<file path="src/rtl/axi_arb_pkg.sv">
// Shared types, AXI encodings and payload-width helpers for the two-master AXI write arbiter.
package axi_arb_pkg;

    typedef enum logic [1:0] {IDLE, ADDR, DATA, RESP} arb_state_t;

    localparam int unsigned FIXED  = 0;
    localparam int unsigned INCR   = 1;
    localparam int unsigned WRAP   = 2;

    localparam int unsigned OKAY   = 0;
    localparam int unsigned EXOKAY = 1;
    localparam int unsigned SLVERR = 2;
    localparam int unsigned DECERR = 3;

    // ID, LEN and STRB all share this width
    function automatic int unsigned id_w(input int unsigned width);
        return width / 8;
    endfunction

    // {id, addr, len, size, burst}
    function automatic int unsigned aw_w(input int unsigned width, input int unsigned size);
        return id_w(width) + width + id_w(width) + size + (size - 1);
    endfunction

    // {id, data, strb, last}
    function automatic int unsigned w_w(input int unsigned width);
        return id_w(width) + width + id_w(width) + 1;
    endfunction

    // {id, resp}
    function automatic int unsigned b_w(input int unsigned width, input int unsigned size);
        return id_w(width) + (size - 1);
    endfunction

endpackage

</file>
<file path="src/rtl/axi_wr_arbiter_if.sv">
// Write-channel bundle between two AXI masters, the arbiter and the single slave port.
// slave modport: arbiter side; master modport: surrounding masters and slave.
interface axi_wr_arbiter_if #(
    parameter int unsigned WIDTH = 32,
    parameter int unsigned SIZE  = 3
);
    localparam int unsigned AWP = axi_arb_pkg::aw_w(WIDTH, SIZE);
    localparam int unsigned WP  = axi_arb_pkg::w_w(WIDTH);
    localparam int unsigned BP  = axi_arb_pkg::b_w(WIDTH, SIZE);

    logic [1:0]       m_awvalid;
    logic [1:0]       m_awready;
    logic [2*AWP-1:0] m_aw;
    logic [1:0]       m_wvalid;
    logic [1:0]       m_wready;
    logic [2*WP-1:0]  m_w;
    logic [1:0]       m_bvalid;
    logic [1:0]       m_bready;
    logic [BP-1:0]    m_b;

    logic             s_awvalid;
    logic             s_awready;
    logic [AWP-1:0]   s_aw;
    logic             s_wvalid;
    logic             s_wready;
    logic [WP-1:0]    s_w;
    logic             s_bvalid;
    logic             s_bready;
    logic [BP-1:0]    s_b;

    modport slave (
        input  m_awvalid, m_aw, m_wvalid, m_w, m_bready,
               s_awready, s_wready, s_bvalid, s_b,
        output m_awready, m_wready, m_bvalid, m_b,
               s_awvalid, s_aw, s_wvalid, s_w, s_bready
    );

    modport master (
        output m_awvalid, m_aw, m_wvalid, m_w, m_bready,
               s_awready, s_wready, s_bvalid, s_b,
        input  m_awready, m_wready, m_bvalid, m_b,
               s_awvalid, s_aw, s_wvalid, s_w, s_bready
    );

endinterface

</file>
<file path="src/rtl/axi_wr_arbiter_rr_arb2.sv">
// Two-way request picker. Round-robin by default; AXI_WR_ARB_FIXED_PRIO_EN makes master 0 always win.
module rr_arb2 (
    input  logic [1:0] req,
    input  logic       last,
    output logic       gnt_c,
    output logic       vld_c
);

    always_comb begin
        vld_c = |req;
`ifdef AXI_WR_ARB_FIXED_PRIO_EN
        gnt_c = ~req[0];
`else
        // on a tie the master not granted last time wins
        if (&req) begin
            gnt_c = ~last;
        end else begin
            gnt_c = req[1];
        end
`endif
    end

endmodule

</file>
<file path="src/rtl/axi_wr_arbiter.sv">
// Two-master AXI write arbiter: one outstanding burst, AW/W/B routed to the granted master.
// AXI_WR_ARB_FIXED_PRIO_EN selects fixed priority (master 0) instead of round-robin.
module axi_wr_arbiter
    import axi_arb_pkg::*;
#(
    parameter int unsigned WIDTH = 32,
    parameter int unsigned SIZE  = 3
) (
    input  logic                   clk,
    input  logic                   resetn,
    axi_wr_arbiter_if.slave        bus,
    output logic                   grant,
    output logic                   busy
);

    localparam int unsigned AWP = aw_w(WIDTH, SIZE);
    localparam int unsigned WP  = w_w(WIDTH);

    arb_state_t     state_q, state_d;
    logic           grant_q, grant_d;
    logic           busy_q,  busy_d;
    logic           last_q;
    logic           arb_gnt_c, arb_vld_c;
    logic [AWP-1:0] aw_sel;
    logic [WP-1:0]  w_sel;

`ifdef AXI_WR_ARB_FIXED_PRIO_EN
    assign last_q = 1'b1;
`else
    logic last_d;

    always_ff @(posedge clk or negedge resetn) begin
        if (!resetn) begin
            last_q <= 1'b1;
        end else begin
            last_q <= last_d;
        end
    end
`endif

    rr_arb2 u_pick (
        .req   (bus.m_awvalid),
        .last  (last_q),
        .gnt_c (arb_gnt_c),
        .vld_c (arb_vld_c)
    );

    always_ff @(posedge clk or negedge resetn) begin
        if (!resetn) begin
            state_q <= IDLE;
            grant_q <= 1'b0;
            busy_q  <= 1'b0;
        end else begin
            state_q <= state_d;
            grant_q <= grant_d;
            busy_q  <= busy_d;
        end
    end

    // Next state plus combinational routing of the granted master's channels
    always_comb begin
        state_d       = state_q;
        grant_d       = grant_q;
`ifndef AXI_WR_ARB_FIXED_PRIO_EN
        last_d        = last_q;
`endif
        aw_sel        = grant_q ? bus.m_aw[AWP +: AWP] : bus.m_aw[0 +: AWP];
        w_sel         = grant_q ? bus.m_w[WP +: WP]    : bus.m_w[0 +: WP];
        bus.s_awvalid = 1'b0;
        bus.s_aw      = '0;
        bus.s_wvalid  = 1'b0;
        bus.s_w       = '0;
        bus.s_bready  = 1'b0;
        bus.m_awready = '0;
        bus.m_wready  = '0;
        bus.m_bvalid  = '0;
        bus.m_b       = '0;

        unique case (state_q)
            IDLE: begin
                if (arb_vld_c) begin
                    grant_d = arb_gnt_c;
                    state_d = ADDR;
                end
            end
            ADDR: begin
                bus.s_awvalid          = bus.m_awvalid[grant_q];
                bus.s_aw               = aw_sel;
                bus.m_awready[grant_q] = bus.s_awready;
                if (bus.m_awvalid[grant_q] && bus.s_awready) begin
                    state_d = DATA;
                end
            end
            DATA: begin
                bus.s_wvalid          = bus.m_wvalid[grant_q];
                bus.s_w               = w_sel;
                bus.m_wready[grant_q] = bus.s_wready;
                // WLAST alone ends the burst; LEN is not counted
                if (bus.m_wvalid[grant_q] && bus.s_wready && w_sel[0]) begin
                    state_d = RESP;
                end
            end
            RESP: begin
                bus.m_bvalid[grant_q] = bus.s_bvalid;
                bus.s_bready          = bus.m_bready[grant_q];
                bus.m_b               = bus.s_b;
                if (bus.s_bvalid && bus.m_bready[grant_q]) begin
                    state_d = IDLE;
`ifndef AXI_WR_ARB_FIXED_PRIO_EN
                    last_d  = grant_q;
`endif
                end
            end
            default: state_d = IDLE;
        endcase

        busy_d = (state_d != IDLE);
    end

    assign grant = grant_q;
    assign busy  = busy_q;

endmodule

</file>
<file path="src/flat_wrapper.sv">
// flat-port wrapper written by rule: the top's interface ports become plain ports
module axi_wr_arbiter_flat import axi_arb_pkg::*;
#(
    parameter int unsigned WIDTH = 32,
    parameter int unsigned SIZE  = 3
)
  (clk, resetn, grant, busy, bus_m_awvalid, bus_m_aw, bus_m_wvalid, bus_m_w, bus_m_bready, bus_s_awready, bus_s_wready, bus_s_bvalid, bus_s_b, bus_m_awready, bus_m_wready, bus_m_bvalid, bus_m_b, bus_s_awvalid, bus_s_aw, bus_s_wvalid, bus_s_w, bus_s_bready);
  axi_wr_arbiter_if #(.WIDTH(WIDTH), .SIZE(SIZE)) bus_i ();
  input  logic clk;
  input  logic resetn;
  output logic grant;
  output logic busy;
  input wire logic [$bits(bus_i.m_awvalid)-1:0] bus_m_awvalid;
  input wire logic [$bits(bus_i.m_aw)-1:0] bus_m_aw;
  input wire logic [$bits(bus_i.m_wvalid)-1:0] bus_m_wvalid;
  input wire logic [$bits(bus_i.m_w)-1:0] bus_m_w;
  input wire logic [$bits(bus_i.m_bready)-1:0] bus_m_bready;
  input wire logic [$bits(bus_i.s_awready)-1:0] bus_s_awready;
  input wire logic [$bits(bus_i.s_wready)-1:0] bus_s_wready;
  input wire logic [$bits(bus_i.s_bvalid)-1:0] bus_s_bvalid;
  input wire logic [$bits(bus_i.s_b)-1:0] bus_s_b;
  output wire logic [$bits(bus_i.m_awready)-1:0] bus_m_awready;
  output wire logic [$bits(bus_i.m_wready)-1:0] bus_m_wready;
  output wire logic [$bits(bus_i.m_bvalid)-1:0] bus_m_bvalid;
  output wire logic [$bits(bus_i.m_b)-1:0] bus_m_b;
  output wire logic [$bits(bus_i.s_awvalid)-1:0] bus_s_awvalid;
  output wire logic [$bits(bus_i.s_aw)-1:0] bus_s_aw;
  output wire logic [$bits(bus_i.s_wvalid)-1:0] bus_s_wvalid;
  output wire logic [$bits(bus_i.s_w)-1:0] bus_s_w;
  output wire logic [$bits(bus_i.s_bready)-1:0] bus_s_bready;
  assign bus_i.m_awvalid = bus_m_awvalid;
  assign bus_i.m_aw = bus_m_aw;
  assign bus_i.m_wvalid = bus_m_wvalid;
  assign bus_i.m_w = bus_m_w;
  assign bus_i.m_bready = bus_m_bready;
  assign bus_i.s_awready = bus_s_awready;
  assign bus_i.s_wready = bus_s_wready;
  assign bus_i.s_bvalid = bus_s_bvalid;
  assign bus_i.s_b = bus_s_b;
  assign bus_m_awready = bus_i.m_awready;
  assign bus_m_wready = bus_i.m_wready;
  assign bus_m_bvalid = bus_i.m_bvalid;
  assign bus_m_b = bus_i.m_b;
  assign bus_s_awvalid = bus_i.s_awvalid;
  assign bus_s_aw = bus_i.s_aw;
  assign bus_s_wvalid = bus_i.s_wvalid;
  assign bus_s_w = bus_i.s_w;
  assign bus_s_bready = bus_i.s_bready;
  axi_wr_arbiter #(.WIDTH(WIDTH), .SIZE(SIZE)) u_core (.clk(clk), .resetn(resetn), .bus(bus_i), .grant(grant), .busy(busy));
endmodule
</file>
<file path="config.mk">
export PLATFORM = sky130hd
export DESIGN_NAME = axi_wr_arbiter_flat
export DESIGN_NICKNAME = d
export VERILOG_FILES = /design/src/rtl/axi_arb_pkg.sv /design/src/rtl/axi_wr_arbiter_if.sv /design/src/rtl/axi_wr_arbiter_rr_arb2.sv /design/src/rtl/axi_wr_arbiter.sv /design/src/flat_wrapper.sv
export SDC_FILE = /design/constraint.sdc
export NUM_CORES = 1
export LEC_CHECK = 0
export BUFFER_PORTS_ARGS = -buffer_cell sky130_fd_sc_hd__buf_2
export CAP_MARGIN = 20
export CORE_AREA = 3 3 112 114
export CTS_CLUSTER_SIZE = 12
export DETAILED_ROUTE_END_ITERATION = 10
export DIE_AREA = 0 0 115 117
export SYNTH_ARGS = -nofsm -noshare
export SYNTH_HDL_FRONTEND = slang
export SYNTH_SLANG_ARGS = --single-unit
</file>
<file path="constraint.sdc">
create_clock -name clk -period 1.5 [get_ports clk]
set_input_delay 0.3 -clock clk [delete_from_list [all_inputs] [get_ports clk]]
set_output_delay 0.3 -clock clk [all_outputs]
set_load 0.02 [all_outputs]
</file>
==> results of run 1 <==
-- area by class of cell --
class / instances / area [µm²]
Tap cell: 143 / 179
Timing Repair Buffer: 338 / 2460
Multi-Input combinational cell: 209 / 1940
Inverter: 3 / 18.8
Clock buffer: 4 / 78.8
Fill cell: 1139 / 6710
Sequential cell: 5 / 130
-- repair_timing --
action                                  in CTS  in global routing
endpoints found under the hold margin        4                  0
resized for setup                           79                122
buffers inserted                            11                  9
endpoints found under the setup margin      96                105
hold buffers                                 1                  0
gates cloned                                 3                  9
pin swaps                                    7                 14
-- power groups by stage --
stage                     sequential, W  clock, W  combinational, W
after floorplan                0.000283         0           0.00414
after global placement         0.000306         0           0.00589
after detailed placement       0.000313         0           0.00590
after CTS                      0.000282  0.000442           0.00712
after global routing           0.000289  0.000453           0.00929
final                          0.000280  0.000438           0.00883
-- flip-flops by register name (all words and copies together), names as in the netlist --
register,flops
u_core.busy,1
u_core.grant,1
u_core.last_q,1
u_core.state_q,2
-- metal layers --
layer,up-vias,share of wire,track usage
li1,1456,-,-
met1,1344,0.36,0.149
met3,10,0.090,0.0288
met4,2,0.0052,0.00469
met5,-,0.0011,0
met2,171,0.54,0.243
-- metrics by stage --
step	hold slack [ns]	setup slack, ns
2_1_floorplan	0.00441	-0.100
3_3_place_gp	0.125	-0.0955
3_5_place_dp	0.124	-0.134
4_1_cts	0.397	-0.293
5_1_grt	0.425	-0.372
6_report	0.400	-0.311
-- cell usage after synthesis (all sizes together) --
cell type	count	area (µm²)
nand2	3	11.3
a311o	1	10.0
clkbuf	10	37.5
nor3	3	15.0
a32o	1	10.0
o21bai	1	7.51
nand2b	2	12.5
o311ai	1	8.76
nand3	1	5.00
nor2	96	360
inv	3	11.3
dfstp	1	26.3
dfrtp	4	100
nand3b	1	7.51
a31oi	1	6.26
buf	13	96.3
mux2i	88	881
and3	6	37.5
mux2	2	26.3
a21oi	1	5.00
nor2b	1	6.26
-- critical path: cells and delay by family, from the launching register on --
| family | cells | cell delay [ns] |
|---|---|---|
| DFF | 1 | 0.50 |
| buffers and inverters | 3 | 0.47 |
| muxes | 1 | 0.19 |
| and+or+nand+nor | 1 | 0.11 |
-- worst paths after layout --
kind	slack, ns	startpoint	cells after the start	end
worst max-delay path	-0.31	u_core.grant$_DFFE_PN0P_	5	bus_s_w[9]
worst min register to register	0.62	u_core.last_q$_DFFE_PN1P_	2	u_core.grant$_DFFE_PN0P_
worst max register to register	-0.14	u_core.grant$_DFFE_PN0P_	6	u_core.state_q[0]$_DFF_PN0_
worst min-delay path	0.40	bus_m_awvalid[1]	3	u_core.busy$_DFF_PN0_
min in group asynchronous	0.46	resetn	2	u_core.busy$_DFF_PN0_
max in group asynchronous	0.83	resetn	2	u_core.last_q$_DFFE_PN1P_
-- kinds of logic (layout without fill, tap and decap cells) --
| logic type | after synthesis | count (layout) | share of synthesized area |
|---|---|---|---|
| AO/OA/AOI/OAI | 6 | 6 | 0.0283 |
| multiplexers | 90 | 90 | 0.539 |
| AND/OR/NAND/NOR | 113 | 113 | 0.271 |
| flip-flops | 5 | 5 | 0.0752 |
| buffers and inverters | 26 | 345 | 0.0863 |
==> flow_summary.json, run 1 <==
{
  "outcome": "finished, violations left",
  "failed_checks": "negative setup slack",
  "grt_max_degree": 49,
  "synthCells": 240,
  "min_period_ns": 1.81,
  "grt_usage": 0.126,
  "share_comb_of_total_power": 0.925,
  "finalInstanceArea_mm2": 0.00480,
  "startpoint_type": "register",
  "clock_latency_ns": 0.22,
  "ant_nets": 0,
  "cts_tree": "built",
  "drv_slew": 0,
  "hpwl_mm": 8.04,
  "leakagePower_nw": 2.50,
  "coreArea_mm2": 0.0115,
  "p_switching_w": 0.00455,
  "cp_max_fo": 10,
  "clock_power_share": 0.046,
  "path_class": "reg -> out",
  "synth_area_mm2": 0.00168,
  "dieArea_mm2": 0.0135,
  "cp.required_ns": 1.20,
  "max_freq_ghz": 0.552,
  "drc_errors": 0,
  "grt_pass1_vias": 2668,
  "drt_iter0_markers": 101,
  "first_pass_iters": 4,
  "synth_seq_cells": 5,
  "vias": 2983,
  "post-place-cells": 669,
  "initial_core_util": 0.146,
  "ios": 292,
  "fin_nets": 749,
  "maxCapViolCount": 0,
  "clk_pin_slew_ns": 0.03,
  "htreeDepth": 1,
  "clk_path_buf_depth": 2,
  "power.share.sequential": 0.029,
  "ys_types": 24,
  "area_delta_synth_final_pct": 186,
  "syn_nets": 429,
  "crit_chain": "buf_12 > buf_16 > mux2i_4 > nor2_2 > buf_6",
  "peakVddDrop_uv": 898,
  "drt_wl_total_mm": 11.7,
  "utilization": 0.417,
  "rsz0062_at_grt": "true",
  "powerDensity_mw_per_mm2": 1990,
  "slowest_stage": "dfrtp_4",
  "antenna_found_initial": 1,
  "finalHoldViolCount": 0,
  "grt_pass1_wl_mm": 13.6,
  "tns_ns": -23.11,
  "setup-violations-final": 100,
  "critPathMaxStageDelay_ns": 0.50,
  "crit_path_end_kind": "primary output",
  "ctsRootBufferMaster": "clkbuf_16",
  "io_buffers": 291,
  "std_cell_rows": 39,
  "place_congestion": 0.729,
  "worst_slew_pin_slew_ns": 0.279,
  "max_slew_margin": 0.811,
  "placed_cell_area_mm2": 0.00358,
  "avgSynthCellArea_um2": 7.01,
  "final_cell_mix": "buf_2 (230), nor2_2 (72), buf_6 (55)",
  "skew_ns": 0.00101,
  "antennaDiodeCount": 0,
  "cts_sinks": 5,
  "die_y_um": 117,
  "layout_commonest_cell": "buf_2",
  "cts_buffers": 3,
  "grt.overflow.total": 0,
  "final_cells": 702,
  "ys_seq_area_frac": 0.0751,
  "arrival_ns": 1.51,
  "post_drt_wl_per_cell_um": 16.6,
  "via_per_inst": 4.25,
  "setup_ws_ns": -0.311,
  "min_period_over_period": 1.21,
  "dieWidth_um": 115,
  "p_total_w": 0.00955,
  "yosysWarnings": 0,
  "internal_power_w": 0.00499,
  "drive_gt1_frac": 0.837,
  "p_sw_frac": 0.477,
  "hold_path.class": "in -> reg"
}
Note: power is estimated with default switching activity, not from simulation.
==> run 2, diff against run 1 <==
==> constraint.sdc (replaced) <==
create_clock -name clk -period 1.5 [get_ports clk]
set_input_delay 0.075 -clock clk [delete_from_list [all_inputs] [get_ports clk]]
set_output_delay 0.075 -clock clk [all_outputs]
set_load 0.02 [all_outputs]
==> flow_summary.json, run 2 (synthesized netlist as in run 1, its figures left out) <==
{
  "worst_slew_pin_slew_ns": 0.246,
  "htreeDepth": 1,
  "dieArea_mm2": 0.0135,
  "finalHoldViolCount": 0,
  "use_met2": 0.227,
  "area_delta_synth_final_pct": 133,
  "finalInstanceArea_mm2": 0.00392,
  "dieWidth_um": 115,
  "min_period_over_period": 1.05,
  "antennaDiodeCount": 0,
  "cp_max_fo": 5,
  "use_met3": 0.0283,
  "ctsRootBufferMaster": "clkbuf_16",
  "drt_wl_total_mm": 10.2,
  "setup_ws_ns": -0.0741,
  "clock_latency_ns": 0.22,
  "leakagePower_nw": 2.34,
  "rsz0062_at_grt": "true",
  "first_pass_iters": 4,
  "min_period_ns": 1.57,
  "utilization": 0.340,
  "cts_buffers": 3,
  "grt_pass1_wl_mm": 13.4,
  "setup-violations-final": 50,
  "via_per_inst": 4.20,
  "std_cell_rows": 39,
  "cts_sinks": 5,
  "drv_slew": 0,
  "fill_cells": 1242,
  "peakVddDrop_uv": 744,
  "initial_core_util": 0.146,
  "arrival_ns": 1.50,
  "max_freq_ghz": 0.635,
  "startpoint_type": "register",
  "post_drt_wl_per_cell_um": 14.9,
  "grtUsageMet1": 0.156,
  "antenna_found_initial": 0,
  "cp.required_ns": 1.42,
  "max_slew_margin": 0.831,
  "place_congestion": 0.793,
  "ios": 292,
  "failed_checks": "negative setup slack",
  "drt_iter0_markers": 88,
  "grt_max_degree": 43,
  "grt.busiest_layer": "met2",
  "grt_pass1_vias": 2729,
  "skew_ns": 0.000746,
  "clk_pin_slew_ns": 0.03,
  "top_register": "u_core.state_q",
  "largest_reg_flops": 2,
  "coreArea_mm2": 0.0115,
  "layout_commonest_cell": "buf_2",
  "clk_path_buf_depth": 2,
  "final_cell_mix": "buf_2 (215), nor2_1 (94), buf_4 (86)",
  "powerDensity_mw_per_mm2": 1870,
  "crit_path_end_kind": "primary output",
  "hold_path.class": "in -> reg",
  "fin_nets": 732,
  "grt.overflow.total": 0,
  "ant_nets": 0,
  "path_class": "reg -> out",
  "io_buffers": 291,
  "cts_tree": "built",
  "hold_slack_ns": 0.169,
  "drive_gt1_frac": 0.635,
  "drc_errors": 0,
  "die_y_um": 117,
  "outcome": "finished, violations left",
  "maxCapViolCount": 0,
  "hpwl_mm": 8.31,
  "placed_cell_area_mm2": 0.00342,
  "vias": 2874,
  "grt_usage": 0.126
}
run 2: through the flow:
stage	cells	power [W]	setup WS (ns)	TNS [ns]
after floorplan	240	0.00394	0.0753	0
after global placement	669	0.00592	0.0697	0
after detailed placement	669	0.00592	0.0498	0
after CTS	682	0.00721	-0.0936	-2.10
after global routing	685	0.00784	-0.125	-6.36
final	685	0.00734	-0.0741	-0.937
run 2: where the power goes:
group          leakage [nW]  internal, W  total, W  switching (W)
sequential           0.0527     0.000222  0.000301      0.0000794
clock                0.0382     0.000352  0.000433      0.0000811
combinational          2.25      0.00316   0.00661        0.00344
run 2: worst max-delay path: stages (launching register included):
cell	delay, ns
dfrtp_4	0.52
buf_4	0.17
mux2_4	0.30
nor2b_1	0.13
buf_4	0.16
run 2: layout make-up:
class	count	area (µm²)	share of cell area
clock buffers	4	78.8	0.0201
well taps	143	179	0.0457
flip-flops and latches	5	131	0.0335
multi-input cells	209	1470	0.375
repair buffers	321	2050	0.522
inverters	3	13.8	0.00351
run 2: worst paths after layout:
kind,from,end,slack [ns],cells past startpoint
worst min-delay path,bus_m_awvalid[1],u_core.grant$_DFFE_PN0P_,0.17,2
max in group asynchronous,resetn,u_core.last_q$_DFFE_PN1P_,1.06,2
worst max register to register,u_core.grant$_DFFE_PN0P_,u_core.state_q[0]$_DFF_PN0_,-0.01,4
worst max-delay path,u_core.grant$_DFFE_PN0P_,bus_s_awvalid,-0.07,4
min in group asynchronous,resetn,u_core.busy$_DFF_PN0_,0.22,2
worst min register to register,u_core.last_q$_DFFE_PN1P_,u_core.grant$_DFFE_PN0P_,0.60,2
run 2: what timing repair did:
| item | 4_1_cts | 5_1_grt |
|---|---|---|
| pin swaps | 1 | 2 |
| endpoints found under the hold margin | 5 | 0 |
| endpoints found under the setup margin | 79 | 92 |
| gates resized for setup | 77 | 23 |
| buffers inserted | 6 | 3 |
| cloned | 2 | 0 |
| hold buffers | 1 | 0 |
run 2: per-layer routing:
metal,vias up,share of wire
li1,1422,-
met1,1254,0.39
met2,188,0.49
met3,10,0.11
met4,0,0.016
met5,-,0
